### config.mk
export PLATFORM = sky130hd
export DESIGN_NAME = uart_program_loader_flat
export DESIGN_NICKNAME = d
export VERILOG_FILES = /design/src/rtl/uart_program_loader_if.sv /design/src/rtl/uart_program_loader.sv /design/src/flat_wrapper.sv
export SDC_FILE = /design/constraint.sdc
export NUM_CORES = 1
export LEC_CHECK = 0
export ABC_AREA = 0
export BUFFER_PORTS_ARGS = -buffer_cell sky130_fd_sc_hd__buf_4
export CORE_UTILIZATION = 60
export DETAILED_ROUTE_END_ITERATION = 8
export GPL_TIMING_DRIVEN = 0
export PLACE_DENSITY = 0.8
export SLEW_MARGIN = 0
export SYNTH_ARGS = -nofsm -noshare
export SYNTH_HDL_FRONTEND = slang
export SYNTH_SLANG_ARGS = --single-unit
### constraint.sdc
create_clock -name clk -period 2.63 [get_ports clk]
set_input_delay 0.263 -clock clk [delete_from_list [all_inputs] [get_ports clk]]
set_output_delay 0.263 -clock clk [all_outputs]
set_load 0.005 [all_outputs]
### src/rtl/uart_program_loader_if.sv
// Serial-in / instruction-memory-write bundle between the RX pin, the loader and the CPU.
interface uart_program_loader_if #(
   parameter int unsigned ADDR_W = 11,
   parameter int unsigned DATA_W = 16
);
   logic              uart_rx;
   logic              wr_en;
   logic [ADDR_W-1:0] wr_addr;
   logic [DATA_W-1:0] wr_data;
   logic              cpu_hold;
   logic              load_done;
   logic              frame_err;

   modport master (
      input  uart_rx,
      output wr_en, wr_addr, wr_data, cpu_hold, load_done, frame_err
   );

   modport slave (
      output uart_rx,
      input  wr_en, wr_addr, wr_data, cpu_hold, load_done, frame_err
   );
endinterface

### src/rtl/uart_program_loader.sv
// UART program loader: receives a framed image and writes 16-bit words into instruction RAM.
// Optional trailing checksum byte enabled by defining LOADER_CKSUM_EN.
module uart_program_loader #(
   parameter int unsigned CLKS_PER_BIT = 234,
   parameter int unsigned ADDR_W       = 11,
   parameter int unsigned DATA_W       = 16,
   parameter logic [7:0]  SYNC_BYTE    = 8'hA5
) (
   input logic                    clk,
   input logic                    rst_n,
   uart_program_loader_if.master  bus
);
   localparam int unsigned CNT_W = (CLKS_PER_BIT > 1) ? $clog2(CLKS_PER_BIT) : 1;
   localparam int unsigned HALF  = CLKS_PER_BIT / 2;

   typedef enum logic [1:0] {B_IDLE, B_START, B_DATA, B_STOP} bit_state_t;
   typedef enum logic [2:0] {
      IDLE, LEN_LO, LEN_HI, DATA_LO, DATA_HI,
`ifdef LOADER_CKSUM_EN
      CKSUM,
`endif
      DONE
   } ld_state_t;

`ifdef LOADER_CKSUM_EN
   localparam ld_state_t TAIL = CKSUM;
`else
   localparam ld_state_t TAIL = DONE;
`endif

   logic             rx_meta, rx_s, rx_prev;
   bit_state_t       bstate;
   logic [CNT_W-1:0] cnt;
   logic [2:0]       bit_idx;
   logic [7:0]       shreg;
   logic             byte_valid, byte_err;

   ld_state_t         state;
   logic [7:0]        len_lo, lo_byte;
   logic [15:0]       words_left;
   logic              wr_en, cpu_hold, load_done, frame_err;
   logic [ADDR_W-1:0] wr_addr;
   logic [DATA_W-1:0] wr_data;

   // Two-flop synchroniser plus delayed copy for start-edge detection
   always_ff @(posedge clk or negedge rst_n) begin
      if (!rst_n) begin
         rx_meta <= 1'b1;
         rx_s    <= 1'b1;
         rx_prev <= 1'b1;
      end else begin
         rx_meta <= bus.uart_rx;
         rx_s    <= rx_meta;
         rx_prev <= rx_s;
      end
   end

   // Bit engine: mid-bit sampling, LSB first, one pulse per received byte or framing error
   always_ff @(posedge clk or negedge rst_n) begin
      if (!rst_n) begin
         bstate     <= B_IDLE;
         cnt        <= '0;
         bit_idx    <= '0;
         shreg      <= '0;
         byte_valid <= 1'b0;
         byte_err   <= 1'b0;
      end else begin
         byte_valid <= 1'b0;
         byte_err   <= 1'b0;
         case (bstate)
            B_IDLE: begin
               cnt <= '0;
               if (rx_prev && !rx_s) bstate <= B_START;
            end
            B_START: begin
               if (cnt == CNT_W'(HALF - 1)) begin
                  cnt     <= '0;
                  bit_idx <= '0;
                  bstate  <= rx_s ? B_IDLE : B_DATA;
               end else begin
                  cnt <= cnt + CNT_W'(1);
               end
            end
            B_DATA: begin
               if (cnt == CNT_W'(CLKS_PER_BIT - 1)) begin
                  cnt     <= '0;
                  shreg   <= {rx_s, shreg[7:1]};
                  bit_idx <= bit_idx + 3'd1;
                  if (bit_idx == 3'd7) bstate <= B_STOP;
               end else begin
                  cnt <= cnt + CNT_W'(1);
               end
            end
            B_STOP: begin
               if (cnt == CNT_W'(CLKS_PER_BIT - 1)) begin
                  cnt    <= '0;
                  bstate <= B_IDLE;
                  if (rx_s) byte_valid <= 1'b1;
                  else      byte_err   <= 1'b1;
               end else begin
                  cnt <= cnt + CNT_W'(1);
               end
            end
            default: bstate <= B_IDLE;
         endcase
      end
   end

`ifdef LOADER_CKSUM_EN
   logic [7:0] cksum;

   // Running sum of every byte after the sync byte
   always_ff @(posedge clk or negedge rst_n) begin
      if (!rst_n) begin
         cksum <= '0;
      end else if (state == IDLE) begin
         cksum <= '0;
      end else if (byte_valid && state inside {LEN_LO, LEN_HI, DATA_LO, DATA_HI}) begin
         cksum <= cksum + shreg;
      end
   end
`endif

   // Frame parser and instruction-memory write sequencing
   always_ff @(posedge clk or negedge rst_n) begin
      if (!rst_n) begin
         state      <= IDLE;
         len_lo     <= '0;
         lo_byte    <= '0;
         words_left <= '0;
         wr_en      <= 1'b0;
         wr_addr    <= '0;
         wr_data    <= '0;
         cpu_hold   <= 1'b0;
         load_done  <= 1'b0;
         frame_err  <= 1'b0;
      end else begin
         wr_en     <= 1'b0;
         load_done <= 1'b0;
         if (wr_en) wr_addr <= wr_addr + ADDR_W'(1);

         if (byte_err && state != IDLE && state != DONE) begin
            frame_err <= 1'b1;
            cpu_hold  <= 1'b0;
            state     <= IDLE;
         end else begin
            case (state)
               IDLE: begin
                  if (byte_valid && shreg == SYNC_BYTE) begin
                     state     <= LEN_LO;
                     cpu_hold  <= 1'b1;
                     frame_err <= 1'b0;
                     wr_addr   <= '0;
                  end
               end
               LEN_LO: begin
                  if (byte_valid) begin
                     len_lo <= shreg;
                     state  <= LEN_HI;
                  end
               end
               LEN_HI: begin
                  if (byte_valid) begin
                     words_left <= {shreg, len_lo};
                     state      <= ({shreg, len_lo} == 16'd0) ? TAIL : DATA_LO;
                  end
               end
               DATA_LO: begin
                  if (byte_valid) begin
                     lo_byte <= shreg;
                     state   <= DATA_HI;
                  end
               end
               DATA_HI: begin
                  if (byte_valid) begin
                     wr_en      <= 1'b1;
                     wr_data    <= DATA_W'({shreg, lo_byte});
                     words_left <= words_left - 16'd1;
                     state      <= (words_left == 16'd1) ? TAIL : DATA_LO;
                  end
               end
`ifdef LOADER_CKSUM_EN
               CKSUM: begin
                  if (byte_valid) begin
                     if (shreg == cksum) begin
                        state <= DONE;
                     end else begin
                        frame_err <= 1'b1;
                        cpu_hold  <= 1'b0;
                        state     <= IDLE;
                     end
                  end
               end
`endif
               DONE: begin
                  load_done <= 1'b1;
                  cpu_hold  <= 1'b0;
                  state     <= IDLE;
               end
               default: state <= IDLE;
            endcase
         end
      end
   end

   assign bus.wr_en     = wr_en;
   assign bus.wr_addr   = wr_addr;
   assign bus.wr_data   = wr_data;
   assign bus.cpu_hold  = cpu_hold;
   assign bus.load_done = load_done;
   assign bus.frame_err = frame_err;
endmodule
### src/flat_wrapper.sv
// flat-port wrapper written by rule: the top's interface ports become plain ports
module uart_program_loader_flat 
#(
   parameter int unsigned CLKS_PER_BIT = 234,
   parameter int unsigned ADDR_W       = 11,
   parameter int unsigned DATA_W       = 16,
   parameter logic [7:0]  SYNC_BYTE    = 8'hA5
)
  (clk, rst_n, bus_uart_rx, bus_wr_en, bus_wr_addr, bus_wr_data, bus_cpu_hold, bus_load_done, bus_frame_err);
  uart_program_loader_if #(.ADDR_W(ADDR_W), .DATA_W(DATA_W)) bus_i ();
  input logic clk;
  input logic rst_n;
  input wire logic [$bits(bus_i.uart_rx)-1:0] bus_uart_rx;
  output wire logic [$bits(bus_i.wr_en)-1:0] bus_wr_en;
  output wire logic [$bits(bus_i.wr_addr)-1:0] bus_wr_addr;
  output wire logic [$bits(bus_i.wr_data)-1:0] bus_wr_data;
  output wire logic [$bits(bus_i.cpu_hold)-1:0] bus_cpu_hold;
  output wire logic [$bits(bus_i.load_done)-1:0] bus_load_done;
  output wire logic [$bits(bus_i.frame_err)-1:0] bus_frame_err;
  assign bus_i.uart_rx = bus_uart_rx;
  assign bus_wr_en = bus_i.wr_en;
  assign bus_wr_addr = bus_i.wr_addr;
  assign bus_wr_data = bus_i.wr_data;
  assign bus_cpu_hold = bus_i.cpu_hold;
  assign bus_load_done = bus_i.load_done;
  assign bus_frame_err = bus_i.frame_err;
  uart_program_loader #(.CLKS_PER_BIT(CLKS_PER_BIT), .ADDR_W(ADDR_W), .DATA_W(DATA_W), .SYNC_BYTE(SYNC_BYTE)) u_core (.clk(clk), .rst_n(rst_n), .bus(bus_i));
endmodule
After elaboration in Yosys (flattened, before gate mapping)
Cells that the tools add are included.

cells by class
  equal/unequal tests = 26
  bitwise operators = 1
  multiplexer cells = 46
  reduce and logical (&&, ||, !) cells = 25
  add/sub/neg operators = 4

operators by type and width
  cell                   count
  $mux 11                4
  $mux 16                2
  $pmux 16 s2            1
  $mux 3                 10
  $pmux 8 s3             1
  $eq 16x1->1 const B    1
  $eq 8x8->1 const B     2
  $logic_not 16->1       1
  $mux 1                 16
  $mux 8                 2
  $sub 16x1->16 const B  1
  $ne 3x1->1 const B     5
  $pmux 3 s5             1
  $ne 2x1->1 const B     7
  $mux 2                 6
  $reduce_and 3->1       4
  $add 11x1->11 const B  1
  $reduce_and 5->1       2
  $eq 3x3->1 const B     3
  $add 8x1->8 const B    1
  $eq 8x7->1 const B     1
  $pmux 2 s4             1
  $reduce_bool 2->1      4
  $eq 3x2->1 const B     2
  other kinds (16)       23

word-level totals
  register bits = 92
  logic and storage cells = 121
  output and inout bits = 31
  input port bits = 3

Longest topological paths before layout
Gate-level depths: netlist of the first run.

  word-level depth = 5
  gate-level depth with buffers = 8
  gate-level depth less buffers = 7

Worst setup path before layout of the first run
Ideal clock, no wire load.

  path type = register -> register
  from = register u_core.words_left[0]
  to = register u_core.words_left[14]
  path buffers = 0
  library setup time = 0.077 ns
  cell stages (with the launch flop) = 8
  arrival = 1.919 ns
  path slack = 0.633 ns
  period minus slack after synthesis = 1.997 ns
  data required time = 2.553 ns
  path through = dfrtp_1 inv_1 ha_1 or3b_2 or4_4 o31ai_2 a21oi_1 a21oi_1

on the way
  longest elaborated chain between the ends = 3

RTL lines
  element                   line                        text
  start: declaration        uart_program_loader.sv:40   logic [15:0] words_left;
  start signal: assignment  uart_program_loader.sv:164  words_left <= {shreg, len_lo};
  start signal: assignment  uart_program_loader.sv:178  words_left <= words_left - 16'd1;
  $sub 16x1->16             uart_program_loader.sv:178
  $mux 16                   uart_program_loader.sv:175  if (byte_valid) begin
  $pmux 16 s2               uart_program_loader.sv:147  case (state)

No other way between the ends. The select of a mux whose other input is x is not followed.
A chain may end at the register's enable or synchronous reset.

Worst setup path in the final report of the first run
  from = register u_core.state[0]
  to = register u_core.words_left[9]

on the way
  longest elaborated chain between the ends = 5
  elaborated cells between the ends (all ways) = 12
  classes of those cells = eq/ne (5); mux (1); bitwise (1); reduce/logical (5)

RTL lines
  element                                                                   line                        text
  start: declaration                                                        uart_program_loader.sv:38   ld_state_t state;
  start signal: assignment                                                  uart_program_loader.sv:165  state <= ({shreg, len_lo} == 16'd0) ? TAIL : DATA_LO;
  start signal: assignment                                                  uart_program_loader.sv:179  state <= (words_left == 16'd1) ? TAIL : DATA_LO;
  parallel branches: the longest is 5 deep, another holds $reduce_and 4->1  n/a

Several ways; the timed one is not identified.

==> results.ini, run 1 <==
[outcome]
status=completed

[layout]
multi_input_area_mm2=0.00188
layout_common_cells=dfrtp_1, nor2_1, mux2_2
finish.utilization=0.714
layout_commonest_cell=dfrtp_1
layout-drive-gt1-share=0.229
fill_cells=516
syn_to_final_growth_pct=13.9
seqCellArea_mm2=0.00231
diodes=0
fin_nets=455

[routing]
drt_first_iter_violations=278
dr.pass1.iters=4
routed_wl_mm=8.81
vias=3199
antenna_left=0
avgRoutedWirePerCell_um=16.3
drc_errors=0
avgViaCountPerCell=5.91

[critical_path]
crit_buf_inv=4
cp.required_ns=2.85
r2r_start=u_core.state[0]
slowest_delay_ns=0.42
rrSetupSlack_ns=0.34
worst-path-max-fanout=10
crit_cells=8
cpLargestDelayFamily=buffers and inverters
worstPathArrival_ns=2.52
end_kind=flip-flop
r2r-end=u_core.words_left[9]
r2r_cells=8
crit_slowest_cell=clkbuf_1
critical_path.most_common_cell=clkbuf_1
cp-start-kind=flip-flop
crit_type=flip-flop to flip-flop
worstPathCellList=clkbuf_1 > inv_1 > nand3_1 > clkbuf_1 > clkbuf_1 > a21oi_1 > o21ai_0 > o21ai_0

[clock_tree]
hold_buffers=1
cts.sinks=92
cts_setup_buffers=0
root_buffer=clkbuf_8
cts_inserted_buffers=9
cts_htree_levels=3
clkTransAtPathRegs_ns=0.10
ctsLongestPathBuffers=2
clkLatencyLatePin_ns=0.36
cts_resized=0
tritoncts=done

[pwr]
vdd_ir_drop_max_mv=0.483
total_power_mw=2.85
cellPowerDensity_mw_per_mm2=581
total_leakage_power_nw=2.36

[timing]
slew_viol_final=0
worst_pin_slew_ns=1.12
tns_ns=0
finalWorstSetupSlack_ns=0.337
fin_crit_ns=2.29
setup_violations=0
finalClockSkew_ns=0.0118
slew_headroom=0.255
fin_crit_sh=0.872
fmax_mhz=436
hold_viol=0
rsz0062_at_grt=false

[synth]
synth_area_mm2=0.00431
synth_edf_count=0
yosysUniqueCellTypes=47
synthFlopType=dfrtp_1
netlist_instances=395
synth_seq_cells=92
synthArstFlopShare=1.00
synth.avg_cell_area_um2=10.9
synth.largest_area_cell=dfrtp_1
syn_nets=410
synth_top_cell_area_share=0.517
yosysWarnings=0
yosysSeqAreaShare=0.535
synth_area_leaders=dfrtp_1, mux2_2, ha_1

[floorplanning]
die_h_um=86.7
die_x_um=86.7
coreArea_mm2=0.00687
initial_utilization=0.627
die-area_mm2=0.00752
num_rows=30
ios=34

[placement]
hpwl_mm=5.94
gp_congestion=0.888
numPortBuffers=33
dp_slack_ns=0.379

[global_route]
grtUsageTotal=0.259
grt_pass1_vias=3109
grt_antenna_before_repair=0
grt_max_degree=93
grt_util_met2=0.437
use_met3=0.0514
grt-ovfl-total=0
grt-busiest-layer=met2
use_met1=0.334
grt_pass1_wl_mm=14.9

[job]
maxCapViolations=0

[min_path]
hold_class=input port to asynchronous set/reset pin

-- how the worst max path moves through the flow --
| stage | endpoint | start | slack (ns) |
|---|---|---|---|
| 2_1_floorplan | u_core.words_left[14] | u_core.words_left[0] | 0.63 |
| 3_5_place_dp | u_core.bus.wr_data[9] | u_core.state[0] | 0.38 |
| 5_1_grt | u_core.bus.wr_data[5] | u_core.state[0] | 0.16 |
| 6_report | u_core.words_left[9] | u_core.state[0] | 0.34 |
| 4_1_cts | u_core.bus.wr_data[5] | u_core.state[0] | 0.34 |
| 3_3_place_gp | u_core.bus.wr_data[7] | u_core.state[0] | 0.39 |
-- registers in the layout, indices dropped and copies added (netlist names), named ones only --
name	flops
u_core.bus.wr_data	16
u_core.words_left	16
u_core.bus.wr_addr	11
u_core.cnt	8
u_core.len_lo	8
u_core.lo_byte	8
u_core.shreg	8
u_core.bit_idx	3
u_core.state	3
u_core.bstate	1
u_core.bus.cpu_hold	1
u_core.bus.frame_err	1
u_core.bus.load_done	1
u_core.bus.wr_en	1
u_core.byte_err	1
u_core.byte_valid	1
u_core.rx_meta	1
u_core.rx_prev	1
u_core.rx_s	1
-- metrics by stage --
stage / hold slack (ns) / area, µm² / cells
final: 0.0973 / 4900 / 541
after global routing: 0.217 / 4900 / 541
after CTS: 0.152 / 4900 / 541
after detailed placement: 0.347 / 4670 / 524
after global placement: 0.346 / 4670 / 524
after floorplan: -0.0326 / 4310 / 395
-- logic make-up after synthesis --
logic type | count (synthesis) | share of synthesized area
AOI/OAI and AO/OA | 72 | 0.106
adders and majority gates | 12 | 0.0349
and+or+nand+nor | 132 | 0.155
muxes | 41 | 0.107
buffers and inverters | 29 | 0.0273
DFF | 92 | 0.535
xor gates and xnor gates | 17 | 0.0346
-- cell usage after synthesis, types with 2 or more instances --
master     number
a21oi_1        22
a221o_1         2
a22oi_1         2
a2bb2oi_1       3
and3_1          8
buf_1           2
buf_2           4
clkbuf_1        8
dfrtp_1        89
dfstp_2         3
ha_1           12
inv_1          14
mux2_2         40
nand2_1        24
nand2b_1        7
nand3_1        14
nand3b_1        2
nand4_1         5
nor2_1         40
nor3_1         10
nor3b_1         2
nor4_1          8
nor4b_1         2
o21ai_0        21
o21ai_1         2
o22ai_1         4
o2bb2ai_1       3
o32ai_1         3
o41ai_1         3
or3_1           3
or4_4           2
xnor2_1         7
xor2_1         10
-- routing by layer --
layer | vias up | wire (µm)
li1 | 1507 | -
met1 | 1576 | 3720
met2 | 100 | 4480
met3 | 16 | 452
met4 | 0 | 148
met5 | - | 0
-- final cells by class --
cell class,count,share of cell area
Inverter,14,0.0107
Clock buffer,9,0.0253
Buffer,15,0.0133
Clock inverter,7,0.0196
Timing Repair Buffer,34,0.0526
Multi-Input combinational cell,274,0.384
Sequential cell,92,0.470
Tap cell,96,0.0245
-- where the power goes --
group / internal, mW / total (mW) / switching, mW
Clock: 0.542 / 1.05 / 0.508
Sequential: 1.45 / 1.49 / 0.0339
Combinational: 0.109 / 0.311 / 0.203
No activity file was read; power rests on OpenSTA's default activity.
==> inputs of run 2 (changes only) <==
BUFFER_PORTS_ARGS = default   (was -buffer_cell sky130_fd_sc_hd__buf_4)
CORE_UTILIZATION = 63   (was 60)
DONT_BUFFER_PORTS = 1   (was default)
PLACE_DENSITY = 0.85   (was 0.8)
==> results.ini, run 2 (synthesis results as in run 1) <==
[outcome]
status=finished, violations left
violations=design-rule violations

[timing]
slew_headroom=0.538
fmax_mhz=439
setup_violations=0
tns_ns=0
fin_crit_sh=0.866
fin_crit_ns=2.28
rsz0062_at_grt=false
hold_viol=0
slew_viol_final=0
worst_pin_slew_ns=0.690
finalWorstSetupSlack_ns=0.353
finalClockSkew_ns=0.00856

[routing]
antenna_left=0
drt_first_iter_violations=271
routed_wl_mm=9.09
dr.pass1.iters=9
avgViaCountPerCell=6.42
avgRoutedWirePerCell_um=18.6
vias=3148
drc_errors=3

[layout]
layout_common_cells=dfrtp_1, nor2_1, mux2_2
layout-drive-gt1-share=0.167
fin_nets=424
syn_to_final_growth_pct=7.93
diodes=0
fin_area_mm2=0.00465
largestRegisters=u_core.bus.wr_data: 16 flops, u_core.words_left: 16 flops, u_core.bus.wr_addr: 11 flops
layout_commonest_cell=dfrtp_1

[floorplanning]
die_x_um=84.7
coreArea_mm2=0.00646
die-area_mm2=0.00717
num_rows=29
ios=34
initial_utilization=0.667
die_h_um=84.7

[global_route]
grtUsageTotal=0.273
grt_max_degree=93
grt-ovfl-total=0
grt_pass1_wl_mm=15.1
grt_pass1_vias=3116
grt_antenna_before_repair=0

[critical_path]
r2r-end=u_core.bus.wr_data[7]
crit_type=flip-flop to flip-flop
rrSetupSlack_ns=0.35
cp-endpoint=u_core.bus.wr_data[7]
cp-start-kind=flip-flop
crit_start=u_core.state[0]
worst-path-max-fanout=10
cp.required_ns=2.88
end_kind=flip-flop
r2r_start=u_core.state[0]
worstPathArrival_ns=2.53
r2r_cells=6

[job]
maxCapViolations=0

[placement]
gp_congestion=0.924
hpwl_mm=5.91
numPortBuffers=0
dp_slack_ns=0.368
postPlaceCellArea_mm2=0.00440

[clock_tree]
ctsLongestPathBuffers=2
root_buffer=clkbuf_8
cts_setup_buffers=0
tritoncts=done
clkLatencyLatePin_ns=0.37
cts_htree_levels=3
cts_inserted_buffers=9
cts.sinks=92
clkTransAtPathRegs_ns=0.09

[min_path]
hold_class=flip-flop to flip-flop

[pwr]
vdd_ir_drop_max_mv=0.569
total_leakage_power_nw=2.18
cellPowerDensity_mw_per_mm2=597

run 2: changes by cell type in the layout (fill, tap and decap cells not counted), sizes merged:
cell	previous run	this run
buf	40	8
inv	17	15
clkinvlp	0	1
bufinv	2	1
dlygate4sd3	1	2
clkbuf	17	18
run 2: layout make-up:
class / count / area, µm²
plain buffers: 15 / 65.1
inverters: 14 / 52.6
clock buffers: 10 / 138
flip-flops and latches: 92 / 2310
well taps: 77 / 96.3
fillers: 440 / 1810
multi-input cells: 274 / 1880
repair buffers: 3 / 47.5
clock inverters: 5 / 60.1
run 2: worst min-delay path by stage:
stage | startpoint | endpoint | slack [ns] | depth (start not counted)
finish | u_core.rx_meta | u_core.rx_s | 0.36 | 0
global route | u_core.rx_meta | u_core.rx_s | 0.37 | 0
CTS | u_core.rx_meta | u_core.rx_s | 0.36 | 0
detailed placement | rst_n | u_core.bus.wr_addr[4] | -0.03 | 0
global placement | rst_n | u_core.bus.wr_addr[2] | -0.03 | 0
floorplan | rst_n | asynchronous set/reset pin | -0.03 | 0
run 2: repair_timing:
action / 4_1_cts / 5_1_grt
hold buffers: 3 / 0
gates resized for setup: 0 / 0
hold endpoints to repair: 93 / 0
setup endpoints to repair: 0 / 0
run 2: stage by stage:
| stage | instances | hold WS (ns) | power (mW) | util |
|---|---|---|---|---|
| after CTS | 490 | 0.359 | 2.78 | 0.720 |
| after detailed placement | 472 | -0.0310 | 1.80 | 0.682 |
| final | 490 | 0.359 | 2.78 | 0.720 |
| after floorplan | 395 | -0.0326 | 1.73 | - |
| after global placement | 472 | -0.0310 | 1.78 | 0.682 |
| after global routing | 490 | 0.366 | 2.88 | 0.720 |
run 2: worst max-delay path, stage by stage, from the launching register on:
cell	delay [ns]
dfrtp_1	0.37
clkbuf_1	0.19
inv_1	0.20
nand3_1	0.12
nor2_1	0.55
buf_2	0.37
mux2_2	0.37
run 2: metal layers:
metal  vias up  GRT usage  wire [µm]
met5         -          0          0
met4         0      0.120        209
met3        24     0.0492        509
met2       127      0.454       4620
met1      1558      0.355       3760
li1       1439          -          -
run 2: where the power goes:
| group | leakage, nW | switching (mW) | total (mW) | internal [mW] |
|---|---|---|---|---|
| clock | 0.0987 | 0.502 | 0.966 | 0.464 |
| sequential | 1.27 | 0.0319 | 1.48 | 1.45 |
| combinational | 0.809 | 0.214 | 0.327 | 0.113 |
| total | 2.18 | 0.748 | 2.78 | 2.03 |
==> inputs of run 3 (changes only) <==
CELL_PAD_IN_SITES_DETAIL_PLACEMENT = 1   (was default)
CELL_PAD_IN_SITES_GLOBAL_PLACEMENT = 2   (was default)
CORE_UTILIZATION = 42   (was 63)
==> results.ini, run 3 (synthesis results as in run 1) <==
[min_path]
hold_class=flip-flop to flip-flop

[global_route]
grt_antenna_before_repair=0
grt-busiest-layer=met2
use_met1=0.258
grt-ovfl-total=0
grt_util_met2=0.350
grtUsageTotal=0.203
grt_max_degree=93
grt_pass1_vias=3219
use_met3=0.0343
grt_pass1_wl_mm=16.2

[job]
maxCapViolations=0

[layout]
layout_commonest_cell=dfrtp_1
layout_common_cells=dfrtp_1, nor2_1, mux2_2
diodes=0
syn_to_final_growth_pct=9.24
fin_area_mm2=0.00470
fin_nets=424
layout-drive-gt1-share=0.167
largestRegisters=u_core.bus.wr_data: 16 flops, u_core.words_left: 16 flops, u_core.bus.wr_addr: 11 flops

[placement]
hpwl_mm=6.74
numPortBuffers=0
postPlaceCellArea_mm2=0.00447
gp_congestion=0.802

[routing]
vias=3065
drt_first_iter_violations=103
avgRoutedWirePerCell_um=18.0
drc_errors=0
antenna_left=0
avgViaCountPerCell=5.60
routed_wl_mm=9.86
dr.pass1.iters=4

[floorplanning]
coreArea_mm2=0.00986
initial_utilization=0.437
ios=34
die_h_um=103
die_x_um=103
num_rows=36
die-area_mm2=0.0107

[timing]
slew_headroom=0.460
fin_crit_ns=2.36
rsz0062_at_grt=false
fin_crit_sh=0.895
setup_violations=0
tns_ns=0
slew_viol_final=0
fin_hold_ws_ns=0.361
worst_pin_slew_ns=0.808
finalClockSkew_ns=0.0188
hold_viol=0
fmax_mhz=425

[critical_path]
worstPathArrival_ns=2.58
crit_type=flip-flop to flip-flop
cp-start-kind=flip-flop
worst-path-max-fanout=10
end_kind=flip-flop
cp.required_ns=2.86

[pwr]
total_leakage_power_nw=2.17
p_comb_frac=0.117
internal_power_mw=1.93
cellPowerDensity_mw_per_mm2=580
clkPwrFrac=0.338
p_sw_frac=0.292
p_sw_mw=0.797
seq_power_share=0.545
vdd_ir_drop_max_mv=0.393

[clock_tree]
clkTransAtPathRegs_ns=0.10
clkLatencyLatePin_ns=0.37
cts.sinks=92
tritoncts=done
cts_htree_levels=3
cts_resized=0
cts_inserted_buffers=9
ctsLongestPathBuffers=2
root_buffer=clkbuf_8

[outcome]
status=completed

run 3: cell types whose count changed in the layout (fill, tap and decap cells not counted), sizes merged:
cell and delta:
bufinv -1, inv +3, clkinv -1
run 3: stage by stage:
stage                util  setup WS, ns  power, mW  instances
floorplan               -         0.633       1.73        395
finish              0.477         0.275       2.73        547
global route        0.477        0.0297       2.88        547
detailed placement  0.453         0.261       1.81        528
global placement    0.453         0.381       1.79        528
CTS                 0.477         0.259       2.77        547
run 3: routing by layer:
metal	up-vias	routed length, µm
met5	-	0
met2	41	4900
li1	1446	-
met3	14	246
met1	1564	4530
met4	0	176
run 3: power groups by stage:
stage	Combinational, mW	Clock, mW	Sequential (mW)
floorplan	0.224	0	1.51
global placement	0.279	0	1.51
detailed placement	0.292	0	1.52
CTS	0.330	0.952	1.49
global route	0.387	0.997	1.49
finish	0.319	0.922	1.49
run 3: critical path: stages (launching register included):
cell and delay [ns]:
dfrtp_1 0.34, clkbuf_1 0.33, inv_1 0.19, nand3_1 0.14, clkbuf_1 0.44, clkbuf_1 0.43
a21oi_1 0.08, o21ai_0 0.15, o21ai_0 0.13
run 3: path summary, 6_finish.rpt:
check / from / to / slack [ns] / cells after the start
max: u_core.state[0] / u_core.words_left[9] / 0.27 / 8
min: u_core.rx_meta / u_core.rx_s / 0.36 / 0
max reg2reg: u_core.state[0] / u_core.words_left[9] / 0.27 / 8
min reg2reg: u_core.rx_meta / u_core.rx_s / 0.36 / 0
max in group asynchronous: rst_n / u_core.rx_meta / 1.78 / 2
min in group asynchronous: rst_n / u_core.bus.wr_addr[4] / 0.44 / 2
run 3: cell type report:
type	instances	area [µm²]
Buffer	15	65.1
Clock buffer	10	128
Clock inverter	6	56.3
Fill cell	1087	5160
Inverter	14	52.6
Multi-Input combinational cell	274	1880
Sequential cell	92	2310
Tap cell	133	166
Timing Repair Buffer	3	47.5
run 3: what timing repair did:
action,CTS,global route
setup buffers,0,0
hold endpoints to repair,93,0
hold buffers,3,0
